### config.mk
export PLATFORM = sky130hd
export DESIGN_NAME = serial_rx
export DESIGN_NICKNAME = d
export VERILOG_FILES = /design/src/rtl/serial_pkg.sv /design/src/rtl/serial_rx_fifo.sv /design/src/rtl/serial_rx.sv
export SDC_FILE = /design/constraint.sdc
export NUM_CORES = 1
export LEC_CHECK = 0
export CAP_MARGIN = 20
export CORE_MARGIN = 2
export CORE_UTILIZATION = 30
export DETAILED_ROUTE_END_ITERATION = 6
export HOLD_SLACK_MARGIN = 0.03
export PLACE_DENSITY_LB_ADDON = 0.3
export RECOVER_POWER = 25
export REMOVE_ABC_BUFFERS = 1
export SYNTH_ARGS = -nofsm -noshare
export SYNTH_HDL_FRONTEND = slang
export SYNTH_SLANG_ARGS = --single-unit
### constraint.sdc
create_clock -name clk -period 3.45 [get_ports clk]
set_clock_uncertainty 0.05 [all_clocks]
set_input_delay 1.035 -clock clk [delete_from_list [all_inputs] [get_ports clk]]
set_output_delay 1.035 -clock clk [all_outputs]
set_load 0.02 [all_outputs]
### src/rtl/serial_pkg.sv
// serial_pkg: shared receiver state type and STATUS register bit positions.
package serial_pkg;
    typedef enum logic [2:0] {IDLE, START, DATA, PARITY, STOP} rx_state_t;
    localparam int STAT_NONEMPTY = 0;
    localparam int STAT_FULL     = 1;
    localparam int STAT_FERR     = 2;
    localparam int STAT_OVR      = 3;
    localparam int STAT_PERR     = 4;
    localparam int OVERSAMPLE    = 16;
endpackage

### src/rtl/serial_rx_fifo.sv
// serial_rx_fifo: power-of-two FIFO with occupancy count; a pop while full lets a same-cycle push in.
module serial_rx_fifo #(
    parameter int DEPTH = 16,
    parameter int WIDTH = 8
) (
    input  logic                    clk,
    input  logic                    clrn,
    input  logic                    push,
    input  logic [WIDTH-1:0]        din,
    input  logic                    pop,
    output logic [WIDTH-1:0]        dout,
    output logic [$clog2(DEPTH):0]  count,
    output logic                    full,
    output logic                    empty
);
    localparam int AW = $clog2(DEPTH);
    logic [WIDTH-1:0] mem [DEPTH];
    logic [AW-1:0] wr, rd;
    logic do_pop, do_push;
    always_comb begin
        empty   = count == '0;
        full    = count == (AW+1)'(DEPTH);
        do_pop  = pop && !empty;
        do_push = push && (!full || do_pop);
        dout    = empty ? '0 : mem[rd];
    end
    always_ff @(posedge clk)
        if (do_push) mem[wr] <= din;
    always_ff @(posedge clk or negedge clrn)
        if (!clrn) begin
            wr    <= '0;
            rd    <= '0;
            count <= '0;
        end else begin
            if (do_push) wr <= wr + 1'b1;
            if (do_pop) rd <= rd + 1'b1;
            count <= count + {{AW{1'b0}}, do_push} - {{AW{1'b0}}, do_pop};
        end
endmodule

### src/rtl/serial_rx.sv
// serial_rx: memory-mapped UART receiver, 16x oversampled 8N1 into a byte FIFO.
// Define SERIAL_RX_PARITY_EN for 8E1 frames with a sticky parity-error flag.
module serial_rx
    import serial_pkg::*;
#(
    parameter int CLK_HZ = 10_000_000,
    parameter int BAUD   = 9600,
    parameter int DEPTH  = 16
) (
    input  logic        clk,
    input  logic        clrn,
    input  logic        rxd,
    input  logic        en,
    input  logic [31:0] addr,
    output logic [31:0] dout,
    output logic        rx_busy
);
    localparam int DIV = CLK_HZ / (BAUD * OVERSAMPLE);
    localparam int CW  = DIV > 1 ? $clog2(DIV) : 1;
    localparam int AW  = $clog2(DEPTH);
`ifdef SERIAL_RX_PARITY_EN
    localparam rx_state_t AFTER_DATA = PARITY;
`else
    localparam rx_state_t AFTER_DATA = STOP;
`endif
    rx_state_t state, nxt;
    logic meta, rs;
    logic [CW-1:0] div_cnt;
    logic tick, at_mid, at_end;
    logic [3:0] tc;
    logic [2:0] bi;
    logic [7:0] shift;
    logic push_byte, set_ferr, set_ovr, set_perr, pbad;
    logic ferr, ovr, perr;
    logic pop_fire, clr;
    logic [7:0] head;
    logic [AW:0] count;
    logic full, empty;
    logic [3:0] cnt_sat;
    logic [31:0] stat;
    logic unused_addr;
    assign unused_addr = ^{addr[31:3], addr[1:0]};
    always_ff @(posedge clk or negedge clrn)
        if (!clrn) {meta, rs} <= 2'b11;
        else {meta, rs} <= {rxd, meta};
    // Held at zero while idle so tick phase is set by the start edge.
    assign tick   = div_cnt == CW'(DIV - 1);
    assign at_mid = tick && tc == 4'd7;
    assign at_end = tick && tc == 4'd15;
    always_ff @(posedge clk or negedge clrn)
        if (!clrn) div_cnt <= '0;
        else div_cnt <= (state == IDLE || tick) ? '0 : div_cnt + 1'b1;
    always_ff @(posedge clk or negedge clrn)
        if (!clrn) state <= IDLE;
        else state <= nxt;
    always_comb begin
        nxt = state;
        case (state)
            IDLE:    nxt = rs ? IDLE : START;
            START:   nxt = at_mid ? (rs ? IDLE : DATA) : START;
            DATA:    nxt = (at_end && bi == 3'd7) ? AFTER_DATA : DATA;
            PARITY:  nxt = at_end ? STOP : PARITY;
            STOP:    nxt = at_end ? IDLE : STOP;
            default: nxt = IDLE;
        endcase
    end
    always_comb begin
        rx_busy   = state != IDLE;
        push_byte = state == STOP && at_end && rs && !pbad;
        set_ferr  = state == STOP && at_end && !rs;
`ifdef SERIAL_RX_PARITY_EN
        set_perr  = state == PARITY && at_end && (^shift ^ rs);
`else
        set_perr  = 1'b0;
`endif
    end
    always_ff @(posedge clk or negedge clrn)
        if (!clrn) begin
            tc    <= '0;
            bi    <= '0;
            shift <= '0;
        end else begin
            tc <= (state == IDLE || (state == START && at_mid)) ? 4'd0 : tc + 4'(tick);
            if (state == START) bi <= '0;
            else if (state == DATA && at_end) bi <= bi + 1'b1;
            if (state == DATA && at_end) shift[bi] <= rs;
        end
`ifdef SERIAL_RX_PARITY_EN
    always_ff @(posedge clk or negedge clrn)
        if (!clrn) pbad <= 1'b0;
        else if (state == START) pbad <= 1'b0;
        else if (set_perr) pbad <= 1'b1;
`else
    assign pbad = 1'b0;
`endif
    assign pop_fire = en && !addr[2] && !empty;
    assign clr      = en && addr[2];
    assign set_ovr  = push_byte && full && !pop_fire;
    serial_rx_fifo #(.DEPTH(DEPTH), .WIDTH(8)) u_fifo (
        .clk(clk),
        .clrn(clrn),
        .push(push_byte),
        .din(shift),
        .pop(pop_fire),
        .dout(head),
        .count(count),
        .full(full),
        .empty(empty)
    );
    // A flag event in the same cycle as a STATUS read survives the clear.
    always_ff @(posedge clk or negedge clrn)
        if (!clrn) begin
            ferr <= 1'b0;
            ovr  <= 1'b0;
            perr <= 1'b0;
        end else begin
            ferr <= set_ferr | (ferr & !clr);
            ovr  <= set_ovr | (ovr & !clr);
            perr <= set_perr | (perr & !clr);
        end
    always_comb begin
        cnt_sat             = int'(count) > 15 ? 4'd15 : 4'(count);
        stat                = '0;
        stat[STAT_NONEMPTY] = !empty;
        stat[STAT_FULL]     = full;
        stat[STAT_FERR]     = ferr;
        stat[STAT_OVR]      = ovr;
`ifdef SERIAL_RX_PARITY_EN
        // perr owns bit 4 here, so the count field moves up one place.
        stat[STAT_PERR]     = perr;
        stat[8:5]           = cnt_sat;
`else
        stat[7:4]           = cnt_sat;
`endif
        dout = addr[2] ? stat : {23'b0, !empty, head};
    end
endmodule
# --- Word-level counts from Yosys, hierarchy flattened ---
# Memories as Yosys holds them, arrays and structs flattened.
# Cells that the tools add are included.
totals:
  output_inout_bits: 33
  mem_bits_ro: 0
  regBits: 42
  mem_bits_rw: 128
  latch_bits: 0
  wordCells: 84
  n_memories: 1
  inputBits: 36
op_classes:
  n_mul: 0
  muxes: 19
  n_lt_le_gt_ge: 3
  addsub: 7
  n_div: 0
  shifts: 0
  reduce_logical: 29
  n_eq_ne: 9
  bitwise: 4
memory_table:
  columns: ["memory", "depth", "width", "rd", "rd_clocked_by_memory_dff", "wr", "line", "rtl"]
  rows:
  - ["u_fifo.mem", 16, 8, 1, 0, 1, "serial_rx_fifo.sv:17", "logic [WIDTH-1:0] mem [DEPTH];"]
op_table:
  columns: ["operator", "n"]
  rows:
  - ["$logic_and A1 B1 Y1", 16]
  - ["$mux W3", 5]
  - ["$pmux W3 S5", 1]
  - ["$mux W9", 1]
  - ["$add A4 B1 Y4 const B", 2]
  - ["$bwmux W8", 1]
  - ["$mux W4", 2]
  - ["$mux W8", 1]
  - ["$add A7 B1 Y7 const B", 1]
  - ["$eq A7 B7 Y1 const B", 1]
  - ["$mux W7", 1]
  - ["$eq A3 B2 Y1 const B", 2]
  - ["$eq A3 B3 Y1 const B", 2]
  - ["$logic_not A1 Y1", 6]
  - ["$add A5 B1 Y5", 1]
  - ["$eq A5 B5 Y1 const B", 1]
  - ["$gt A5 B4 Y1 const B", 1]
  - ["$logic_not A5 Y1", 1]
  - ["$sub A5 B1 Y5", 1]
  - ["$add A4 B1 Y4", 1]
  - ["$eq A4 B3 Y1 const B", 1]
  - ["$eq A4 B4 Y1 const B", 1]
  - ["$lt A3 B4 Y1 const B", 1]
  - ["$mux W1", 4]
  - ["other kinds (11)", 16]

# --- Logic depth before layout (Yosys ltp) ---
# Gate-level depths: netlist of run 1.
logic_depth:
  depth_word: 8
  ltp_mapped: 12
  ltp_nobuf: 12

# --- Hierarchy ---
# Synthesis of run 1 repeated with hierarchy kept, for this count alone.
hier_totals:
  cells_unflattened: 466
  area_unflattened_um2: 7549.7
modules_own_cells:
  columns: ["module", "cells_per_inst", "area_per_inst_um2", "n_inst", "seq_area_each_um2"]
  rows:
  - ["serial_rx_fifo", 289, 5821.8, 1, 4169.0]
  - ["serial_rx", 177, 1727.9, 1, 728.2]

# --- Worst setup path before layout of run 1 ---
# Ideal clock, no wire load.
synth_path:
  path_type: "input to output"
  from: "input addr[2]"
  to: "output dout[7]"
  path_stages: 3
  n_path_buf: 1
  arrival_time_ns: 2.407
  required_time_ns: 2.365
  slack_ns: -0.042
  cell_sequence: "clkbuf_1 or2_2 o311ai_0"
synth_between:
  elab_chain_len: 1
synth_lines:
  columns: ["item", "line", "rtl"]
  rows:
  - ["start: declaration", "serial_rx.sv:14", "input logic [31:0] addr,"]
  - ["$mux W9", "serial_rx.sv:135", "dout = addr[2] ? stat : {23'b0, !empty, head};"]
  - ["end: declaration", "serial_rx.sv:15", "output logic [31:0] dout,"]
# No other way between the ends.

# --- Worst setup path in the final report of run 1 ---
layout_path:
  from: "register u_fifo.rd[1]"
  to: "output dout[5]"
layout_between:
  elab_chain_len: 3
layout_lines:
  columns: ["item", "line", "rtl"]
  rows:
  - ["start: declaration", "serial_rx_fifo.sv:18", "logic [AW-1:0] wr, rd;"]
  - ["start signal: assignment", "serial_rx_fifo.sv:36", "if (do_pop) rd <= rd + 1'b1;"]
  - ["$mem_v2 Z16 W8", null, null]
  - ["$mux W8", "serial_rx_fifo.sv:25", "dout = empty ? '0 : mem[rd];"]
  - ["$mux W9", "serial_rx.sv:135", null]
# No other way between the ends.

==> results.ini, run 1 <==
[run_status]
outcome=completed

[timing]
hold_viol=0
worst_slew_pin_slew_ps=1280
fin_crit_ps=3430
setup_violations=0
slew_viol_final=0
setup_ws_ps=22.7
relSlewSlack=0.143
tns_ps=0
holdWs_ps=306
post-route-period-util=0.993
grt_setup_unrepaired=true
fmax_mhz=292

[worst_setup_path]
slowest_delay_ps=530
cp_top_family=multiplexers
rrSetupSlack_ps=390
crit_type=register to output port
start_kind=register
r2r_start=div_cnt[2]$_DFF_PN0_
r2r_end=u_fifo.mem[2][5]$_DFFE_PP_
path_max_fanout=6
cp.depth=6
crit_slowest_cell=mux4_2
r2r.worst_path.cells=6
end_kind=output port
required_ps=2360
cp_cell_sequence=buf_12 -> mux4_2 -> mux4_2 -> nand2_1 -> nand2_1 -> buf_6
cp.arrival_ps=2340
critPathBufInv=2

[route]
wl_per_cell_microns=18.2
totalWireLength_microns=15700
drt-met1-wl_microns=7130
vias=4044
drt_iter0_drc=272
via_per_inst=4.68
drc=0
highest_layer=met4
wl_met3_microns=517
met2_length_microns=7880
dr.pass1.iters=4
antenna_left=0

[cts]
h-tree-depth=4
ctsRootBufferMaster=clkbuf_16
cts.clk_slew.worst_paths_ps=60
clkLatencyLatePin_ps=420
cts_buffers=17
hold_buffers=0
tritoncts=built
clkSinkCount=170
cts_buffer_depth=2

[min_path]
hp-start=meta$_DFF_PN1_
min_path_type=register to register
hold_path_depth=0
min_to=rs$_DFF_PN1_

[layout]
final_cells=865
diodes=0
area_growth_pct=22.5
final_util=0.376
stdcell_area_sq_um=9180
drive_gt1_frac=0.299
fin_nets=585

[global_route]
antenna_found_initial=0
grt_usage=0.128
grt_pass1_wl_microns=24700
grt_pass1_vias=4229
grt_max_degree=43
grt-ovfl-total=0

[synthesis]
synthMuxAreaShare=0.132
synthTopCellsByCount=edfxtp_1, dfrtp_1, mux4_2, buf_4, ha_1
seq_area_frac_synth=0.654
yosys.area_share.adder=0.0361
yosysTopAreaCellShare=0.513
synth-compound-area-share=0.0319
avgSynthCellArea_sq_um=16.3
synth_flop_cell=edfxtp_1
synth_top_area_cell=edfxtp_1
synth.cell_area_sq_um=7490
synth_most_common_cell=edfxtp_1
synth_edf_count=128
synth.ff_latch_count=170
ys_top_cells_by_area=edfxtp_1, dfrtp_1, mux4_2
synth_top_family_by_area=multiplexers
synthXorXnorAreaFrac=0.0199
synth-simple-area-share=0.0825
yosys.cell_types.count=59
yosys_warnings=0
syn-instance-count=459
async_flop_share=0.247

[placed_design]
place_ws_ps=-647
placed_cell_area_sq_um=8390
port-buffer-count=14
gp_congestion=0.792
dp.cells=820
dp_hpwl_microns=10500

[die]
core_sq_um=24400
io_pins=69
dieWidth_microns=162
initial_core_util=0.307
die_h_microns=162
dieArea_sq_um=26300
num_rows=57

[power_and_ir_drop]
power_switching_mw=1.48
p_comb_frac=0.237
fin_total_pwr_mw=5.48
power_leakage_nw=3.72
peakVddDrop_mv=0.309
p_seq_frac=0.428
internal-power_mw=4.00
clock_power_share=0.335
swShare=0.270
power.density_nw_per_um2=597

[run]
drv_cap=0

worst max-delay path by stage:
stage,to,from,slack [ps]
after global routing,dout[5],u_fifo.rd[1]$_DFFE_PN0P_,-40
after floorplan,dout[7],u_fifo.rd[2]$_DFFE_PN0P_,-110
final,dout[5],u_fifo.rd[1]$_DFFE_PN0P_,20
after CTS,dout[5],u_fifo.rd[1]$_DFFE_PN0P_,-30
after detailed placement,dout[7],addr[2],-650
after global placement,dout[7],addr[2],-690
per-layer routing:
layer	global-route usage	up-vias
met1	0.171	2093
li1	-	1873
met2	0.207	59
met5	0	-
met3	0.0289	19
met4	0.0398	0
registers in the layout, summed over array words and instances, names as in the netlist:
name          flops
u_fifo.mem      128
shift             8
div_cnt           7
u_fifo.count      5
tc                4
u_fifo.rd         4
u_fifo.wr         4
bi                3
state             3
ferr              1
meta              1
ovr               1
rs                1
cell usage in the layout, fill, tap and decap left out, drive strengths merged, types with 3 or more instances in the layout:
| cell type | netlist | final |
|---|---|---|
| and2 | 4 | 4 |
| clkdlybuf4s50 | 0 | 3 |
| ha | 20 | 20 |
| and4b | 8 | 8 |
| a22oi | 3 | 3 |
| or4 | 4 | 4 |
| nor4 | 6 | 6 |
| nand4 | 3 | 3 |
| edfxtp | 128 | 128 |
| and4 | 4 | 4 |
| mux2i | 11 | 11 |
| clkinv | 0 | 4 |
| mux4 | 32 | 32 |
| conb | 1 | 23 |
| nand2 | 14 | 14 |
| xnor2 | 9 | 9 |
| nor2b | 5 | 5 |
| o21ai | 11 | 11 |
| a21oi | 9 | 9 |
| buf | 32 | 64 |
| nand3 | 7 | 7 |
| inv | 18 | 19 |
| mux2 | 14 | 14 |
| nor4bb | 4 | 4 |
| xor2 | 8 | 8 |
| clkbuf | 10 | 26 |
| nor3 | 4 | 4 |
| or3 | 4 | 4 |
| and3 | 3 | 3 |
| nor2 | 16 | 16 |
| dfrtp | 40 | 40 |
area by class of cell:
type | count | area (sq um)
clock buffer | 25 | 505
multi-input combinational | 251 | 2470
tap | 324 | 405
fill | 2306 | 15200
sequential | 170 | 4900
clock inverter | 7 | 63.8
timing repair buffer | 70 | 771
inverter | 18 | 67.6
logic make-up after synthesis:
kind of cell | count (synthesis)
DFF | 170
muxes | 57
xor gates and xnor gates | 17
buffers and inverters | 60
adders and majority gates | 21
and+or+nand+nor | 96
AOI/OAI and AO/OA | 37
other | 1
power groups by stage:
stage	Combinational [mW]	Sequential, mW	Clock (mW)
floorplan	0.507	2.50	0
global placement	1.10	2.37	0
detailed placement	1.12	2.37	0
CTS	1.31	2.34	1.87
global route	1.41	2.35	1.96
finish	1.30	2.34	1.84
timing repair:
item | in CTS | in global routing
endpoints found under the hold margin | 0 | 0
gates resized for setup | 56 | 19
setup buffers | 11 | 2
pin swaps | 2 | 6
gates cloned | 1 | 0
endpoints found under the setup margin | 9 | 8
Power figures use the tool's default switching activity.
==> inputs of run 2 (changes only) <==
CORE_UTILIZATION = 25   (was 30)
MAX_ROUTING_LAYER = met4   (was not set)
==> results.ini, run 2 (same netlist as run 1, synthesis figures left out) <==
[run_status]
outcome=completed

[cts]
cts.clk_slew.worst_paths_ps=70  ; about the same
cts_buffers=17  ; unchanged
cts_buffer_depth=2  ; unchanged
clkLatencyLatePin_ps=420  ; about the same
tritoncts=built
ctsRootBufferMaster=clkbuf_16
h-tree-depth=4  ; unchanged
clkSinkCount=170  ; unchanged

[layout]
area_growth_pct=24.9
largest_register_ffs=128  ; unchanged
diodes=0  ; unchanged
largest_register=u_fifo.mem
final_cells=933  ; +7.9%
layout_commonest_cell=edfxtp_1
drive_gt1_frac=0.319  ; +0.0192
fin_nets=587  ; +0.34%
reg_top3=u_fifo.mem (128), shift (8), div_cnt (7)
final_cell_mix=edfxtp_1, dfrtp_1, buf_4

[global_route]
grt_max_degree=43  ; unchanged
grt_pass1_wl_microns=25200  ; +2.3%
grt_usage=0.113  ; -0.0149
grt_pass1_vias=4205  ; -0.57%
grt-ovfl-total=0  ; unchanged
antenna_found_initial=0  ; unchanged

[placed_design]
gp_congestion=0.762  ; -3.8%
dp.cells=890  ; +8.5%
dp_hpwl_microns=11000  ; +4.0%
port-buffer-count=14  ; unchanged

[worst_setup_path]
required_ps=2360  ; about the same
end_kind=output port
crit_type=register to output port
start_kind=register
path_max_fanout=5  ; -1
cp.arrival_ps=2320  ; -20 ps

[run]
drv_cap=0  ; unchanged

[route]
totalWireLength_microns=16400  ; +4.4%
vias=4092  ; +1.2%
via_per_inst=4.39  ; -6.2%
dr.pass1.iters=4  ; unchanged
wl_per_cell_microns=17.6  ; -3.2%
drc=0  ; unchanged
antenna_left=0  ; unchanged
drt_iter0_drc=274  ; +0.74%

[timing]
fmax_mhz=294  ; +0.67%
grt_setup_unrepaired=true
fin_crit_ps=3400  ; -22.9 ps
hold_viol=0  ; unchanged
slew_viol_final=0  ; unchanged
setup_violations=0  ; unchanged
relSlewSlack=0.561  ; +0.418
worst_slew_pin_slew_ps=658  ; -627 ps
post-route-period-util=0.987  ; -0.00664

[die]
dieWidth_microns=177  ; +9.3%
num_rows=63  ; +11%
dieArea_sq_um=31400  ; +19%
core_sq_um=29600  ; +21%
die_h_microns=177  ; +9.3%
io_pins=69  ; unchanged
initial_core_util=0.254  ; -0.0537

[power_and_ir_drop]
power_leakage_nw=3.75  ; +0.80%
peakVddDrop_mv=0.379  ; +23%
power.density_nw_per_um2=601  ; +0.82%
fin_total_pwr_mw=5.63  ; +2.8%

[min_path]
min_path_type=register to register

run 2: cell types whose count changed in the layout (fill, tap and decap cells not counted), sizes merged:
cell	delta
buf	+2
clkbuf	-7
clkdlybuf4s15	+1
clkinv	+1
dlygate4sd2	-1
inv	+6
run 2: path summary, 6_finish.rpt:
path / start / to / slack [ps] / depth (start not counted)
setup / recovery: u_fifo.rd[1]$_DFFE_PN0P_ / dout[5] / 50 / 6
setup reg to reg: u_fifo.count[3]$_DFF_PN0_ / u_fifo.count[4]$_DFF_PN0_ / 650 / 12
hold reg to reg: meta$_DFF_PN1_ / rs$_DFF_PN1_ / 310 / 0
min in group asynchronous: clrn / div_cnt[0]$_DFF_PN0_ / 520 / 1
max in group asynchronous: clrn / meta$_DFF_PN1_ / 2180 / 2
hold / removal: meta$_DFF_PN1_ / rs$_DFF_PN1_ / 310 / 0
run 2: area by class of cell:
type                            count  area (sq um)
Clock buffer                       18           429
Clock inverter                     14           158
Fill cell                        2873         20200
Inverter                           18          67.6
Multi-Input combinational cell    251          2490
Sequential cell                   170          4900
Tap cell                          390           488
Timing Repair Buffer               72           827
run 2: timing repair:
| action | CTS | global route |
|---|---|---|
| endpoints found under the hold margin | 0 | 0 |
| resized for setup | 67 | 14 |
| hold buffers | 0 | 0 |
| buffers inserted | 9 | 1 |
| setup endpoints to repair | 9 | 5 |
| cloned | 2 | 0 |
| pin swaps | 3 | 4 |
run 2: routing by layer:
layer  vias up  routed length (microns)  track usage
met2        65                     8410        0.188
met5         -                        0            -
li1       1886                        -            -
met1      2123                     7280        0.139
met4         0                      227       0.0293
met3        18                      479       0.0247
run 2: worst max-delay path, stage by stage (launching register included):
cell	delay, ps
dfrtp_2	430
buf_12	150
mux4_2	500
mux4_2	540
nand2_2	100
nand2_2	50
buf_6	130
run 2: per-stage QoR:
stage | utilization | cell area (sq um) | setup TNS [ps] | hold WS, ps | worst slack, ps
after floorplan | - | 7320 | -325 | 295 | -106
after global placement | 0.288 | 8520 | -4480 | 299 | -647
after detailed placement | 0.288 | 8520 | -4680 | 299 | -625
after CTS | 0.314 | 9300 | -62.8 | 309 | -31.4
after global routing | 0.317 | 9360 | -88.0 | 315 | -44.8
final | 0.317 | 9360 | 0 | 308 | 45.6
run 2: power by group:
group | switching (mW) | total [mW] | internal (mW)
logic | 0.671 | 1.41 | 0.739
registers | 0.0979 | 2.34 | 2.24
clock network | 0.850 | 1.88 | 1.03
total | 1.62 | 5.63 | 4.01
==> inputs of run 3 (changes only) <==
PLACE_DENSITY_LB_ADDON = not set   (was 0.3)
==> results.ini, run 3 (same netlist as run 1, synthesis figures left out) <==
[die]
die_h_microns=177  ; unchanged
num_rows=63  ; unchanged
core_sq_um=29600  ; unchanged
initial_core_util=0.254  ; unchanged
io_pins=69  ; unchanged
dieArea_sq_um=31400  ; unchanged
dieWidth_microns=177  ; unchanged

[timing]
setup_violations=0  ; unchanged
fin_crit_ps=3410  ; +9.41 ps
tns_ps=0  ; unchanged
post-route-period-util=0.990  ; +0.00273
fmax_mhz=293  ; -0.28%
hold_viol=0  ; unchanged
setup_ws_ps=36.2  ; -9.41 ps
holdWs_ps=313  ; +5.24 ps
slew_viol_final=0  ; unchanged
relSlewSlack=0.610  ; +0.0485
worst_slew_pin_slew_ps=585  ; -72.8 ps
grt_setup_unrepaired=true

[layout]
area_growth_pct=23.7
diodes=0  ; unchanged
fin_nets=586  ; -0.17%
largest_register_ffs=128  ; unchanged
drive_gt1_frac=0.321  ; +0.00243
layout_commonest_cell=edfxtp_1
largest_register=u_fifo.mem
reg_top3=u_fifo.mem (128), shift (8), div_cnt (7)
final_cell_mix=edfxtp_1, dfrtp_1, buf_4
final_cells=932  ; -0.11%

[global_route]
grt-ovfl-total=0  ; unchanged
antenna_found_initial=0  ; unchanged
grt_usage=0.105  ; -0.00751
grt_max_degree=25  ; -42%
grt_pass1_vias=4112  ; -2.2%
grt_pass1_wl_microns=23700  ; -5.9%

[min_path]
hold_path_depth=0  ; unchanged
min_path_type=register to register
hp-start=meta$_DFF_PN1_
min_to=rs$_DFF_PN1_

[cts]
cts_buffer_depth=2  ; unchanged
clkLatencyLatePin_ps=420  ; about the same
ctsRootBufferMaster=clkbuf_16
tritoncts=built
clkSinkCount=170  ; unchanged
cts.clk_slew.worst_paths_ps=60  ; about the same
cts_buffers=17  ; unchanged
h-tree-depth=4  ; unchanged

[route]
wl_per_cell_microns=16.2  ; -8.0%
drt_iter0_drc=249  ; -9.1%
antenna_left=0  ; unchanged
via_per_inst=4.30  ; -1.9%
vias=4009  ; -2.0%
totalWireLength_microns=15100  ; -8.1%
drc=0  ; unchanged
dr.pass1.iters=4  ; unchanged

[power_and_ir_drop]
power_leakage_nw=3.73  ; -0.55%
peakVddDrop_mv=0.263  ; -31%
power.density_nw_per_um2=602  ; about the same

[placed_design]
gp_congestion=0.748  ; -1.8%
port-buffer-count=14  ; unchanged
place_ws_ps=-648  ; -23.2 ps
dp.cells=897  ; +0.79%
dp_hpwl_microns=10400  ; -5.1%

[worst_setup_path]
rrSetupSlack_ps=550  ; -100 ps
path_max_fanout=5  ; unchanged
end_kind=output port
cp.arrival_ps=2330  ; about the same
r2r_start=div_cnt[2]$_DFF_PN0_
crit_type=register to output port
r2r.worst_path.cells=6  ; -6
required_ps=2360  ; about the same
r2r_end=u_fifo.mem[0][0]$_DFFE_PP_
start_kind=register

[run_status]
outcome=completed

[run]
drv_cap=0  ; unchanged

[run 3: changes by cell type in the layout (fill, tap and decap cells not counted), moves of 2 or more]
cell / previous run / this run
clkinv_4: 3 / 1
inv_6: 2 / 5
buf_4: 34 / 38
inv_8: 5 / 2
buf_6: 8 / 5
inv_1: 18 / 16
clkbuf_8: 0 / 3
buf_2: 4 / 7
buf_12: 19 / 15
mux2_4: 3 / 0
mux2_2: 9 / 12
inv_2: 0 / 2
[run 3: per-stage QoR]
stage	instance area, sq um	utilization	power [mW]
finish	9270	0.313	5.58
global route	9270	0.313	5.85
CTS	9250	0.313	5.64
detailed placement	8520	0.288	3.50
global placement	8520	0.288	3.49
floorplan	7320	-	3.01
[run 3: repair_timing]
item	CTS	global route
buffers inserted	5	0
endpoints found under the setup margin	9	9
hold buffers	0	0
pin swaps	4	5
gates resized for setup	58	13
cloned	1	0
[run 3: layer usage]
metal,part of all wire,track usage
met1,0.46,0.136
met4,0.0059,0.0238
met2,0.49,0.166
met5,0,-
met3,0.045,0.0268
[run 3: worst max path at each step]
stage	startpoint	end	slack, ps
after floorplan	u_fifo.rd[2]$_DFFE_PN0P_	dout[7]	-110
after global placement	addr[2]	dout[7]	-610
after detailed placement	addr[2]	dout[1]	-650
after CTS	u_fifo.rd[1]$_DFFE_PN0P_	dout[5]	8
after global routing	u_fifo.rd[1]$_DFFE_PN0P_	dout[5]	-40
final	u_fifo.rd[1]$_DFFE_PN0P_	dout[5]	40
[run 3: critical path, stage by stage (launching register included)]
cell	delay (ps)
dfrtp_2	430
buf_12	150
mux4_2	530
mux4_2	490
nand2_2	100
nand2_2	60
buf_6	130
[run 3: layout make-up]
class | instances | area, sq um
Sequential cell | 170 | 4900
Timing Repair Buffer | 71 | 739
Fill cell | 2874 | 20300
Multi-Input combinational cell | 251 | 2450
Tap cell | 390 | 488
Clock buffer | 21 | 470
Clock inverter | 11 | 151
Inverter | 18 | 67.6
[run 3: where the power goes]
group | internal [mW] | switching [mW]
combinational | 0.644 | 0.616
clock | 1.16 | 0.830
sequential | 2.24 | 0.0901
==> variant 1, RTL diff (config.mk and constraints of run 2) <==
Add a define of `SERIAL_RX_PARITY_EN`.
--- a/src/rtl/serial_rx.sv
+++ b/src/rtl/serial_rx.sv
@@ -2,2 +2,4 @@
 // Define SERIAL_RX_PARITY_EN for 8E1 frames with a sticky parity-error flag.
+`define SERIAL_RX_PARITY_EN
+
 module serial_rx
Function: same outputs for any inputs over 10 cycles, from zero or initial values; that may be too few to reach the edited logic, so the function may still have changed.
==> variant 1 against run 2 <==
- the flow now finishes with violations (max-capacitance violations, max-slew violations, negative setup slack)
- routed wire length is 2.4% lower
- worst setup slack got worse by 0.095 ns
- area after synthesis increased by 2.9%
- combinational power decreased by 9%
- clock power is 2% lower
- power shrank 2.5%
- final area increased by 0.52%
- sequential cell count is 2 higher
- count of clock-buffer cells in the layout is 1 lower
==> variant 1: results (changes against run 2) <==
syn_area_per_cell 15.7 µm² (was 16.3 µm²); status finished, violations left (was finished, final reports clean); clock-pin slew on the worst setup and hold paths 0.07 ns (about the same); Final GP Congestion 0.775 (was 0.762); Least-Margin Pin Slew 1.81 ns (was 0.658 ns); violated checks max-capacitance violations, max-slew violations, negative setup slack; vias in the first global route 4282 (was 4205); net switching power 1.59 mW (was 1.62 mW); leading post-synthesis cells by instance count edfxtp_1, dfrtp_1, mux4_2, buf_4, nor2_1 (was edfxtp_1, dfrtp_1, mux4_2, buf_4, ha_1); largest net degree at the start of global routing 45 (was 43); multiplexer area fraction after synthesis 11.9% (was 13.2%); ant diodes 0 (unchanged); Post-Synth XOR/XNOR Area 2.90% (was 1.99%); Setup-failing EPs final 4 (was 0); Post-Place Cells 917 (was 890); CP top delay family buffers and inverters (was multiplexers); vias 4171 (was 4092); global-route wire length before repair 25000 µm (was 25200 µm); filler cell count in the final layout 2972 (was 2873); Nets 608 (was 587); Final Max Tran Viols 40 (was 0); share of layout cells above drive strength 1 30.5% (was 31.9%); Max-cap violations 1 (was 0); GRT Resource Usage Total 10.5% (was 11.3%); Synth Area in Compound Gates 3.07% (was 3.19%); WP data arrival 2.41 ns (was 2.32 ns); Total Wirelength 16000 µm (was 16400 µm); WL/cell 16.7 µm (was 17.6 µm); H-tree depth 4 (unchanged); asr flop ratio synth 25.6% (was 24.7%); number of distinct library cells after synthesis 61 (was 59); Lkg Pwr 3.85 nW (was 3.75 nW); Post-DP HPWL 11000 µm (about the same); CP max-delay cell clkdlybuf4s50_1 (was mux4_2); worst setup margin -0.0493 ns (was 0.0456 ns); Clock Path Buffers 2 (unchanged); worst vdd ir 351 µV (was 379 µV); setup TNS -0.109 ns (was 0 ns); Critical Path Max Stage Delay 0.51 ns (was 0.54 ns); crit path max fanout 8 (was 5); cts bufs inserted 17 (unchanged); Synth Area in Adders 3.50% (was 3.61%); DR iter-0 viols 259 (was 274); initial antenna violation count 0 (unchanged); post-synthesis sequential area ratio 64.1% (was 65.4%); synth top area cells edfxtp_1, dfrtp_1, mux4_2 (unchanged)
==> variant 1: through the flow <==
step	setup slack, ns	area [µm²]
global placement	-0.692	8560
global route	-0.101	9410
finish	-0.0493	9410
detailed placement	-0.712	8560
CTS	-0.153	9200
floorplan	-0.422	7490
==> variant 1: final cells by class <==
cell class                      instances  area, µm²  area share [%]
Tap cell                              396        495            5.27
Clock buffer                           17        425            4.52
Clock inverter                         15        153            1.62
Timing Repair Buffer                   66        726            7.71
Sequential cell                       172       4950            52.6
Multi-Input combinational cell        280       2610            27.7
Inverter                               14       52.6           0.559
==> variant 1: power by group through the flow <==
stage	registers, mW	logic [mW]	clock network (mW)
after floorplan	2.52	0.483	0
after global placement	2.44	1.02	0
after detailed placement	2.44	1.04	0
after CTS	2.37	1.13	1.87
after global routing	2.39	1.40	1.97
final	2.37	1.28	1.84
==> variant 1: path summary, 6_finish.rpt <==
kind | from | cells after the start | slack [ns] | end
worst max-delay path | addr[2] | 5 | -0.05 | dout[1]
worst min-delay path | meta | 0 | 0.31 | rs
worst max register to register | u_fifo.count[3] | 12 | 0.60 | u_fifo.count[4]
worst min register to register | meta | 0 | 0.31 | rs
max in group asynchronous | clrn | 2 | 0.68 | u_fifo.rd[0]
min in group asynchronous | clrn | 1 | 0.42 | div_cnt[5]
==> variant 1: layer usage <==
metal  part of all wire, %  track usage [%]  up-vias
met4                   1.3             2.73        0
met1                    46             13.8     2144
li1                      -                -     1944
met3                   3.3             2.49       20
met2                    49             16.2       63
met5                     0                -        -
==> variant 1: timing repair <==
action | 4_1_cts | 5_1_grt
endpoints found under the setup margin | 9 | 8
pin swaps | 6 | 9
gates resized for setup | 52 | 36
gates cloned | 0 | 1
setup buffers | 2 | 8
==> variant 1: cells by family after synthesis <==
logic type | Yosys count
adder cells (fa/ha/maj) | 21
AO/OA/AOI/OAI | 34
other | 1
XOR/XNOR | 24
AND/OR/NAND/NOR | 128
flip-flops | 172
multiplexers | 50
buffers and inverters | 62
==> variant 2, RTL diff (settings of run 2) <==
Made on the original files. Register the inputs `rxd`, `en` and `addr` before use, cleared by the reset. The logic sees them one clock later.
--- a/src/rtl/serial_rx.sv
+++ b/src/rtl/serial_rx.sv
@@ -20,2 +20,18 @@
     localparam int AW  = $clog2(DEPTH);
+
+    logic rxd_q;
+    logic en_q;
+    logic [31:0] addr_q;
+
+    always_ff @(posedge clk or negedge clrn) begin
+        if (!clrn) begin
+            rxd_q  <= '0;
+            en_q   <= '0;
+            addr_q <= '0;
+        end else begin
+            rxd_q  <= rxd;
+            en_q   <= en;
+            addr_q <= addr;
+        end
+    end
 `ifdef SERIAL_RX_PARITY_EN
@@ -41,6 +57,6 @@
     logic unused_addr;
-    assign unused_addr = ^{addr[31:3], addr[1:0]};
+    assign unused_addr = ^{addr_q[31:3], addr_q[1:0]};
     always_ff @(posedge clk or negedge clrn)
         if (!clrn) {meta, rs} <= 2'b11;
-        else {meta, rs} <= {rxd, meta};
+        else {meta, rs} <= {rxd_q, meta};
     // Held at zero while idle so tick phase is set by the start edge.
@@ -95,4 +111,4 @@
 `endif
-    assign pop_fire = en && !addr[2] && !empty;
-    assign clr      = en && addr[2];
+    assign pop_fire = en_q && !addr_q[2] && !empty;
+    assign clr      = en_q && addr_q[2];
     assign set_ovr  = push_byte && full && !pop_fire;
@@ -134,3 +150,3 @@
 `endif
-        dout = addr[2] ? stat : {23'b0, !empty, head};
+        dout = addr_q[2] ? stat : {23'b0, !empty, head};
     end
Check against the original RTL: not equivalent (Yosys sat finds a counterexample within 10 cycles, from zero or initial values).
==> variant 2 against run 2 <==
- the run now ends with negative setup slack left
- largest cell class unchanged
- count of clock-buffer cells in the layout is 1 lower
- final area decreased by 1.7%
- routed wire length rose by 6.8%
- sequential cell count increased by 3
- worst setup slack worse by 0.092 ns
- non-clock buffer count shrank 20
- core utilization down 1.5 points
- area after synthesis grew 3.1%
- register-to-register slack got worse by 0.07 ns
Power is not compared: it rests on default switching activity, and its combinational part moved more than twofold at a synthesized area within 25%.
==> variant 2: results (changes against run 2) <==
Synth Instances 497 (was 459); synth top area cells edfxtp_1, dfrtp_1, mux4_2 (unchanged); Final GP Congestion 0.812 (was 0.762); violated checks negative setup slack; crit path max fanout 6 (was 5); GRT Resource Usage Total 11.7% (was 11.3%); r2r endpoint u_fifo.mem[5][2] (was u_fifo.count[4]); RR Startpoint u_fifo.count[2] (was u_fifo.count[3]); initial antenna violation count 1 (was 0); metal2 WL 8470 µm (was 8410 µm); WP data arrival 2.41 ns (was 2.32 ns); Nets 598 (was 587); CTS resizes 50 (was 67); Area after DPL 8440 µm² (was 8520 µm²); worst relative slew slack 51.9% (was 56.1%); Post-Place Cells 913 (was 890); Worst Hold Path EP meta (was rs); Reg2Reg Depth 7 (was 12); CP Capture Point dout[3] (was dout[5]); asr flop ratio synth 26.0% (was 24.7%); wire length on met3 738 µm (was 479 µm); number of distinct library cells after synthesis 57 (was 59); setup TNS -0.0464 ns (was 0 ns); setup bufs post-CTS 3 (was 9); vias per cell 4.47 (was 4.39); vias in the first global route 4510 (was 4205); Met1 Routed Length 7850 µm (was 7280 µm); Setup-failing EPs final 1 (was 0); leading post-synthesis cells by instance count edfxtp_1, dfrtp_1, buf_4, mux4_2 (was edfxtp_1, dfrtp_1, mux4_2, buf_4, ha_1); Post-DP HPWL 11700 µm (was 11000 µm); post-place setup slack -0.213 ns (was -0.625 ns); DR pass1 iterations 5 (was 4); Clock Latency Late Sink 0.44 ns (was 0.42 ns); status finished, violations left (was finished, final reports clean); worst reg2reg setup slack 0.58 ns (was 0.65 ns); non-filler instance count after layout 951 (was 933); worst setup margin -0.0464 ns (was 0.0456 ns); global-route wire length before repair 27500 µm (was 25200 µm); largest net degree at the start of global routing 30 (was 43); worst hold slack 0.302 ns (was 0.308 ns); Hold Startpoint rxd_q (was meta)
## variant 2: cell types whose count changed after synthesis, sizes merged, moves of 4 or more
| cell | before | now |
|---|---|---|
| mux4 | 32 | 26 |
| buf | 32 | 36 |
| nand3b | 0 | 8 |
| nor2 | 16 | 20 |
| o31ai | 1 | 5 |
| and4bb | 0 | 4 |
| o21ai | 11 | 15 |
| nand3 | 7 | 14 |
| mux2i | 11 | 17 |
| nor4 | 6 | 1 |
| nand4 | 3 | 7 |
## variant 2: cell type report
type / instances / area, µm²
Fill cell: 2977 / 21300
Sequential cell: 173 / 4980
Multi-Input combinational cell: 280 / 2550
Tap cell: 396 / 495
Timing Repair Buffer: 52 / 488
Clock buffer: 17 / 425
Clock inverter: 15 / 199
Inverter: 17 / 63.8
Antenna cell: 1 / 2.50
## variant 2: layer usage
layer  vias up  GRT usage, %
li1       1949             -
met1      2187          14.6
met2        96          18.4
met3        23          2.47
met4         0          5.01
met5         -             -
## variant 2: worst reg2reg max path: cells and delay by family, from the launching register on
| family | cells | cell delay, ns |
|---|---|---|
| simple gates | 2 | 1.00 |
| compound gates | 1 | 0.44 |
| buf+inv | 3 | 0.47 |
| fa+ha+maj | 1 | 0.19 |
| flops | 1 | 0.35 |
## variant 2: kinds of logic (layout without fill, tap and decap cells)
group | after synthesis | after routing | synth area share, %
flip-flops | 173 | 173 | 64.3
AND/OR/NAND/NOR | 117 | 117 | 9.58
buffers and inverters | 66 | 101 | 4.69
multiplexers | 55 | 55 | 11.5
AO/OA/AOI/OAI | 47 | 47 | 4.39
adder cells (fa/ha/maj) | 21 | 21 | 3.50
XOR/XNOR | 17 | 17 | 1.93
other | 1 | 24 | 0.0485
